==> src/rtl/ir_pkg.sv <==
// Shared instruction-word layout for the fetch queue, decoder and control FSM.
// Field bounds follow the MIPS R/I/J encodings.
package ir_pkg;

  localparam int unsigned INSTR_W = 32;

  localparam int unsigned OP_HI  = 31;
  localparam int unsigned OP_LO  = 26;
  localparam int unsigned RS_HI  = 25;
  localparam int unsigned RS_LO  = 21;
  localparam int unsigned RT_HI  = 20;
  localparam int unsigned RT_LO  = 16;
  localparam int unsigned RD_HI  = 15;
  localparam int unsigned RD_LO  = 11;
  localparam int unsigned IMM_HI = 15;
  localparam int unsigned IMM_LO = 0;
  localparam int unsigned FN_HI  = 5;
  localparam int unsigned FN_LO  = 0;

endpackage

==> src/rtl/ir_field_split.sv <==
// Combinational split of an instruction word into its MIPS fields.
// All outputs are forced to zero when the word is not valid.
module ir_field_split
  import ir_pkg::*;
(
  input  logic [INSTR_W-1:0] word,
  input  logic               vld,
  output logic [31:0]        ins31_0,
  output logic [5:0]         ins31_26,
  output logic [4:0]         ins25_21,
  output logic [4:0]         ins20_16,
  output logic [4:0]         ins15_11,
  output logic [15:0]        ins15_0,
  output logic [5:0]         ins5_0
);

  logic [INSTR_W-1:0] gated;

  assign gated    = vld ? word : '0;

  assign ins31_0  = gated;
  assign ins31_26 = gated[OP_HI:OP_LO];
  assign ins25_21 = gated[RS_HI:RS_LO];
  assign ins20_16 = gated[RT_HI:RT_LO];
  assign ins15_11 = gated[RD_HI:RD_LO];
  assign ins15_0  = gated[IMM_HI:IMM_LO];
  assign ins5_0   = gated[FN_HI:FN_LO];

endmodule

==> src/rtl/ir_queue.sv <==
// Circular instruction queue replacing the single-entry instruction register.
// The head entry is decoded into MIPS fields for the control unit and register file.
module ir_queue
  import ir_pkg::*;
#(
  parameter int unsigned DATA_W = 32,
  parameter int unsigned DEPTH  = 4,
  parameter int unsigned PTR_W  = (DEPTH > 1) ? $clog2(DEPTH) : 1
) (
  input  logic              clk,
  input  logic              rst_n,
  input  logic              flush,
  input  logic              IRWr,
  input  logic [DATA_W-1:0] R_data,
  input  logic              rd_en,
  output logic              valid,
  output logic              full,
  output logic [PTR_W:0]    count,
  output logic              ovf,
  output logic [31:0]       ins31_0,
  output logic [5:0]        ins31_26,
  output logic [4:0]        ins25_21,
  output logic [4:0]        ins20_16,
  output logic [4:0]        ins15_11,
  output logic [15:0]       ins15_0,
  output logic [5:0]        ins5_0
);

  localparam logic [PTR_W:0]   FULL_CNT = (PTR_W+1)'(DEPTH);
  localparam logic [PTR_W-1:0] LAST_PTR = PTR_W'(DEPTH - 1);

  logic [DATA_W-1:0] mem_q [DEPTH];
  logic [PTR_W-1:0]  wr_ptr_q, wr_ptr_d;
  logic [PTR_W-1:0]  rd_ptr_q, rd_ptr_d;
  logic [PTR_W:0]    count_q, count_d;
  logic              ovf_q, ovf_d;
  logic              mem_we;
  logic              rd_ok, wr_ok;

  // Explicit wrap so DEPTH=1 keeps the pointer pinned at 0.
  function automatic logic [PTR_W-1:0] next_ptr(input logic [PTR_W-1:0] p);
    return (p == LAST_PTR) ? '0 : p + 1'b1;
  endfunction

  assign valid = (count_q != '0);
  assign full  = (count_q == FULL_CNT);
  assign count = count_q;
  assign ovf   = ovf_q;

  // A full queue still accepts a write when the head is popped in the same cycle.
  assign rd_ok = rd_en & valid;
  assign wr_ok = IRWr & (~full | rd_ok);

  always_comb begin
    wr_ptr_d = wr_ptr_q;
    rd_ptr_d = rd_ptr_q;
    count_d  = count_q;
    ovf_d    = ovf_q;
    mem_we   = 1'b0;
    if (flush) begin
      wr_ptr_d = '0;
      rd_ptr_d = '0;
      count_d  = '0;
      ovf_d    = 1'b0;
    end else begin
      if (wr_ok) begin
        mem_we   = 1'b1;
        wr_ptr_d = next_ptr(wr_ptr_q);
      end
      if (rd_ok) begin
        rd_ptr_d = next_ptr(rd_ptr_q);
      end
      if (IRWr && !wr_ok) begin
        ovf_d = 1'b1;
      end
      case ({wr_ok, rd_ok})
        2'b10:   count_d = count_q + 1'b1;
        2'b01:   count_d = count_q - 1'b1;
        default: count_d = count_q;
      endcase
    end
  end

  always_ff @(posedge clk) begin
    if (!rst_n) begin
      wr_ptr_q <= '0;
      rd_ptr_q <= '0;
      count_q  <= '0;
      ovf_q    <= 1'b0;
      for (int unsigned i = 0; i < DEPTH; i++) begin
        mem_q[i] <= '0;
      end
    end else begin
      wr_ptr_q <= wr_ptr_d;
      rd_ptr_q <= rd_ptr_d;
      count_q  <= count_d;
      ovf_q    <= ovf_d;
      if (mem_we) begin
        mem_q[wr_ptr_q] <= R_data;
      end
    end
  end

  ir_field_split u_field_split (
    .word     (mem_q[rd_ptr_q][INSTR_W-1:0]),
    .vld      (valid),
    .ins31_0  (ins31_0),
    .ins31_26 (ins31_26),
    .ins25_21 (ins25_21),
    .ins20_16 (ins20_16),
    .ins15_11 (ins15_11),
    .ins15_0  (ins15_0),
    .ins5_0   (ins5_0)
  );

endmodule
==> config.mk <==
export PLATFORM = sky130hd
export DESIGN_NAME = ir_queue
export DESIGN_NICKNAME = d
export VERILOG_FILES = /design/src/rtl/ir_pkg.sv /design/src/rtl/ir_field_split.sv /design/src/rtl/ir_queue.sv
export SDC_FILE = /design/constraint.sdc
export NUM_CORES = 1
export LEC_CHECK = 0
export ABC_CLOCK_PERIOD_IN_PS = 10300
export CORE_MARGIN = 2
export CORE_UTILIZATION = 68
export CTS_CLUSTER_SIZE = 28
export DETAILED_ROUTE_END_ITERATION = 10
export DONT_BUFFER_PORTS = 1
export GPL_TIMING_DRIVEN = 0
export PLACE_DENSITY = 0.85
export SLEW_MARGIN = 25
export SYNTH_ARGS = -nofsm -noshare
export SYNTH_HDL_FRONTEND = slang
export SYNTH_SLANG_ARGS = --single-unit
==> constraint.sdc <==
create_clock -name clk -period 10.3 [get_ports clk]
set_input_delay 2.06 -clock clk [delete_from_list [all_inputs] [get_ports clk]]
set_output_delay 2.06 -clock clk [all_outputs]
set_load 0.05 [all_outputs]
Word-level counts from Yosys, hierarchy flattened

Memories as Yosys holds them, arrays and structs flattened. A register that Yosys moved wholly into a read port is not among the register bits.
Cells that the tools add are included.

Bits in registers: 8
Memory bits (writable): 128
Input port bits: 37
Word-level logic and storage cells: 40
Memories kept: 1

Add/sub/neg operators: 4
Equal/unequal tests: 5
Mux-type cells: 15
Bitwise gates (word level): 5
Reduce and logical (&&, ||, !) cells: 6

Memories:

| memory | words | width | read ports | clocked after Yosys merged registers in | wr ports | RTL line       | text |
|---|---|---|---|---|---|---|---|
| mem_q  | 4     | 32    | 1          | 1                                       | 4        | ir_queue.sv:32 | `logic [DATA_W-1:0] mem_q [DEPTH];` |

Operator list:

| kind                | count |
|---|---|
| $mux 32             | 2 |
| $reduce_or 32->1    | 1 |
| $mux 2              | 5 |
| $mux 1              | 7 |
| $eq 2x2->1 const B  | 3 |
| $pmux 3 s2          | 1 |
| $add 2x1->2 const B | 2 |
| $add 3x1->3 const B | 1 |
| $eq 3x3->1 const B  | 1 |
| $reduce_bool 3->1   | 1 |
| $sub 3x1->3 const B | 1 |
| $and 1x1->1         | 2 |
| $eq 2x1->1 const B  | 1 |
| $not 1->1           | 2 |
| $reduce_bool 2->1   | 1 |
| $reduce_or 2->1     | 1 |
| $logic_and 1x1->1   | 1 |
| $logic_not 1->1     | 1 |
| $or 1x1->1          | 1 |

Logic depth before layout (Yosys ltp)

Depth in word-level cells: 11
Depth in mapped cells: 8
Depth with buffers taken out: 6

Modules after synthesis

Synthesis repeated with hierarchy kept, for this count alone.

Cells, all modules: 463
Area, all modules: 6755.2 sq um

By module, submodules not included:

| module         | instances | cells an instance | area each (sq um) |
|---|---|---|---|
| ir_queue       | 1         | 385               | 6177.2 |
| ir_field_split | 1         | 78                | 578.1 |

Worst setup path before layout

Ideal clock, no wire load.

Path type: in2reg
Start point: input port IRWr
End point: memory mem_q[0][0] (enable)
Arrival: 5.004 ns
Required time: 9.834 ns
Setup slack: 4.830 ns
Cell stages on the path: 4
Path through: inv_1 or4_1 clkbuf_1 o21ai_0

RTL lines:

| element     | RTL line       | text |
|---|---|---|
| from (decl) | ir_queue.sv:13 | `input logic IRWr,` |
| to (decl)   | ir_queue.sv:32 |  |

Worst setup path after layout

Start point: register count_q[0], in the netlist count[0]
End point: output port ins31_0[2]

Longest elaborated chain between the ends: 2

Ends and longest elaborated chain:

| element                | RTL line             | text |
|---|---|---|
| from (decl)            | ir_queue.sv:35       | `logic [PTR_W:0] count_q, count_d;` |
| from (signal assigned) | ir_queue.sv:96       | `count_q <= count_d;` |
| $reduce_bool 3->1      | ir_queue.sv:45       | `assign valid = (count_q != '0);` |
| named net valid        | ir_queue.sv:16       | `output logic valid,` |
| $mux 32                | ir_field_split.sv:19 | `assign gated = vld ? word : '0;` |
| to (decl)              | ir_queue.sv:20       | `output logic [31:0] ins31_0,` |

The timed path passes the listed nets, and every way through them passes these cells.

==> flow_summary.ini <==
[placed_design]
dp_slack_ps = 5630
routabilityCongestion = 0.788
port_buffers = 0
dp_hpwl_um = 9300
dp_cells = 629

[pwr]
peakVddDrop_mv = 0.146
power.density_nw_per_um2 = 183
leakage_uw = 0.00269
internal-power_uw = 1020
pwr-share-clk = 0.434
power.net_switching_uw = 334
p_seq_frac = 0.479
total_power_uw = 1350
p_sw_frac = 0.247
pwr-share-comb = 0.087

[sta]
period_share = 0.511
hold_violations = 0
fin_skew_ps = 6.44
layout_setup_ws_ps = 5030
fin_setup_tns_ps = 0
fmax_mhz = 190
drv_slew = 0
grt_setup_unrepaired = false
max-slew-margin-rel = 0.509
period_needed_ps = 5270
finalSetupViolCount = 0
hold_slack_ps = 525
worst_pin_slew_ps = 735

[setup_path]
crit_slowest_cell = dfxtp_1
worstPathArrival_ps = 3210
critical_path_class = reg -> out
cp_cell_sequence = buf_2 > or3_1 > clkbuf_2 > and2_1 > buf_4
endpoint_kind = primary output
worstPathMaxFanout = 10
slowest_delay_ps = 640
worstPathRequired_ps = 8240
critPathLaunchType = flip-flop

[synthesis]
ys_seq_elements = 138
synthCells = 494
yosysWarnings = 0
netlist_area_um2 = 6490
yosysSeqAreaShare = 0.623
synth_cell_type_count = 36
synth-async-reset-ratio = 0
synth_ff_type = edfxtp_1
synth_edf_count = 128
syn-num-nets = 534
syn_area_per_cell_um2 = 13.1

[clock_tree]
cts_hold_buf = 0
clk_pin_slew_worst_paths_ps = 60
cts_root_buf = clkbuf_8
htreeDepth = 4
post_cts_resized = 0
cts.sinks = 138
cts-buffers-inserted = 17
clk-insertion-delay-late_ps = 530
clockBufferDepth = 2
cts_tree = built
post_cts_buffers = 0

[route]
firstDrtPassIters = 6
drtIter0Drc = 454
drc = 0
dr_total_vias = 4146
avgViaCountPerCell = 6.27
wire_per_inst_um = 23.7
routed_wirelength_um = 15700
drtAntennaViolNets = 0

[die]
die_h_um = 102
coreArea_um2 = 9240
die_w_um = 102
rows = 35
start_util = 0.703
ios = 118
die-area_um2 = 10300

[run]
maxCapViolCount = 0

[final_layout]
instances_no_fill = 661
final_nets = 559
multi_input_area_um2 = 1980
final_common_cell = nor2_1
num-fill-cells = 477
regArea_um2 = 4040
area_growth_pct = 13.8
drive_gt1_frac = 0.269
antenna_cells_inserted = 0
layout_common_cells = 131 x nor2_1, 128 x edfxtp_1, 49 x buf_4

[global_route]
grt_pass1_wl_um = 23700
grt_start_max_net_pins = 21
grt_usage = 0.327
grt_pass1_vias = 4280
grt_overflow = 0
antenna_found_initial = 0

[status]
status = finished clean

[worst_hold_path]
hp-class = reg -> reg
-- per-stage QoR --
| step | utilization | cell area (um^2) |
|---|---|---|
| 3_5_place_dp | 0.738 | 6820 |
| 3_3_place_gp | 0.720 | 6650 |
| 5_1_grt | 0.799 | 7390 |
| 6_report | 0.799 | 7390 |
| 4_1_cts | 0.799 | 7390 |
| 2_1_floorplan | - | 6490 |
-- synth_stat cells, types with 2 or more instances --
cell type / count / share of area
buf_2: 12 / 0.0093
nand2b_1: 2 / 0.0019
or4_1: 2 / 0.0023
o31ai_1: 2 / 0.0023
clkbuf_1: 11 / 0.0064
buf_6: 3 / 0.0052
a21oi_1: 5 / 0.0039
nand3_1: 5 / 0.0039
buf_4: 49 / 0.057
dfxtp_1: 10 / 0.031
o211ai_1: 3 / 0.0035
o21ai_0: 5 / 0.0039
or3_1: 3 / 0.0029
nand2_1: 34 / 0.020
xor2_1: 2 / 0.0027
and2_1: 33 / 0.032
edfxtp_1: 128 / 0.59
mux4_2: 32 / 0.11
ha_1: 2 / 0.0039
o21ba_2: 2 / 0.0031
nand4b_4: 2 / 0.0073
inv_1: 3 / 0.0017
nor2_1: 131 / 0.076
-- area by class of cell --
class / instances / area share
well taps: 129 / 0.0218
inverters: 3 / 0.00152
clock buffers: 18 / 0.0566
flip-flops and latches: 138 / 0.547
repair buffers: 6 / 0.0163
plain buffers: 76 / 0.0688
clock inverters: 14 / 0.0200
multi-input cells: 277 / 0.268
-- state kept, by name (all words and copies together), names as in the netlist, named ones only --
name,flops
rd_ptr_q,2
mem_q,128
count,3
wr_ptr_q,2
ovf,1
-- kinds of logic (layout without fill, tap and decap cells) --
kind of cell / count (synthesis) / after routing / share of synthesized area
simple gates: 219 / 219 / 0.155
flops: 138 / 138 / 0.623
buf+inv: 79 / 117 / 0.0798
mux: 33 / 33 / 0.113
compound gates: 20 / 20 / 0.0200
fa+ha+maj: 3 / 3 / 0.00694
xor+xnor: 2 / 2 / 0.00270
-- worst max-delay path: cells and delay by family (launching register included) --
kind	cells	cell delay (ps)
buf+inv	3	1120
flops	1	640
simple gates	2	900
-- final timing paths --
check	from	to	slack [ps]	depth (start not counted)
setup / recovery	count[0]$_SDFFE_PP0P_	ins31_0[2]	5030	5
hold / removal	rd_ptr_q[0]$_SDFFE_PP0N_	flip-flop	530	2
hold reg to reg	rd_ptr_q[0]$_SDFFE_PP0N_	flip-flop	530	2
setup reg to reg	count[0]$_SDFFE_PP0P_	count[1]$_SDFFE_PP0P_	7200	8
-- layer usage --
layer,global-route usage,wire (um),up-vias
met5,0,0,-
met4,0.131,401,0
met3,0.0911,1640,43
met2,0.546,8250,316
met1,0.408,5370,2030
li1,-,-,1757
-- power groups by stage --
| stage | sequential (uW) | combinational [uW] | clock (uW) |
|---|---|---|---|
| after floorplan | 657 | 87.5 | 0 |
| after global placement | 659 | 105 | 0 |
| after detailed placement | 658 | 115 | 0 |
| after CTS | 648 | 117 | 582 |
| after global routing | 649 | 124 | 607 |
| final | 648 | 118 | 587 |
(Power assumes the default switching activity.)
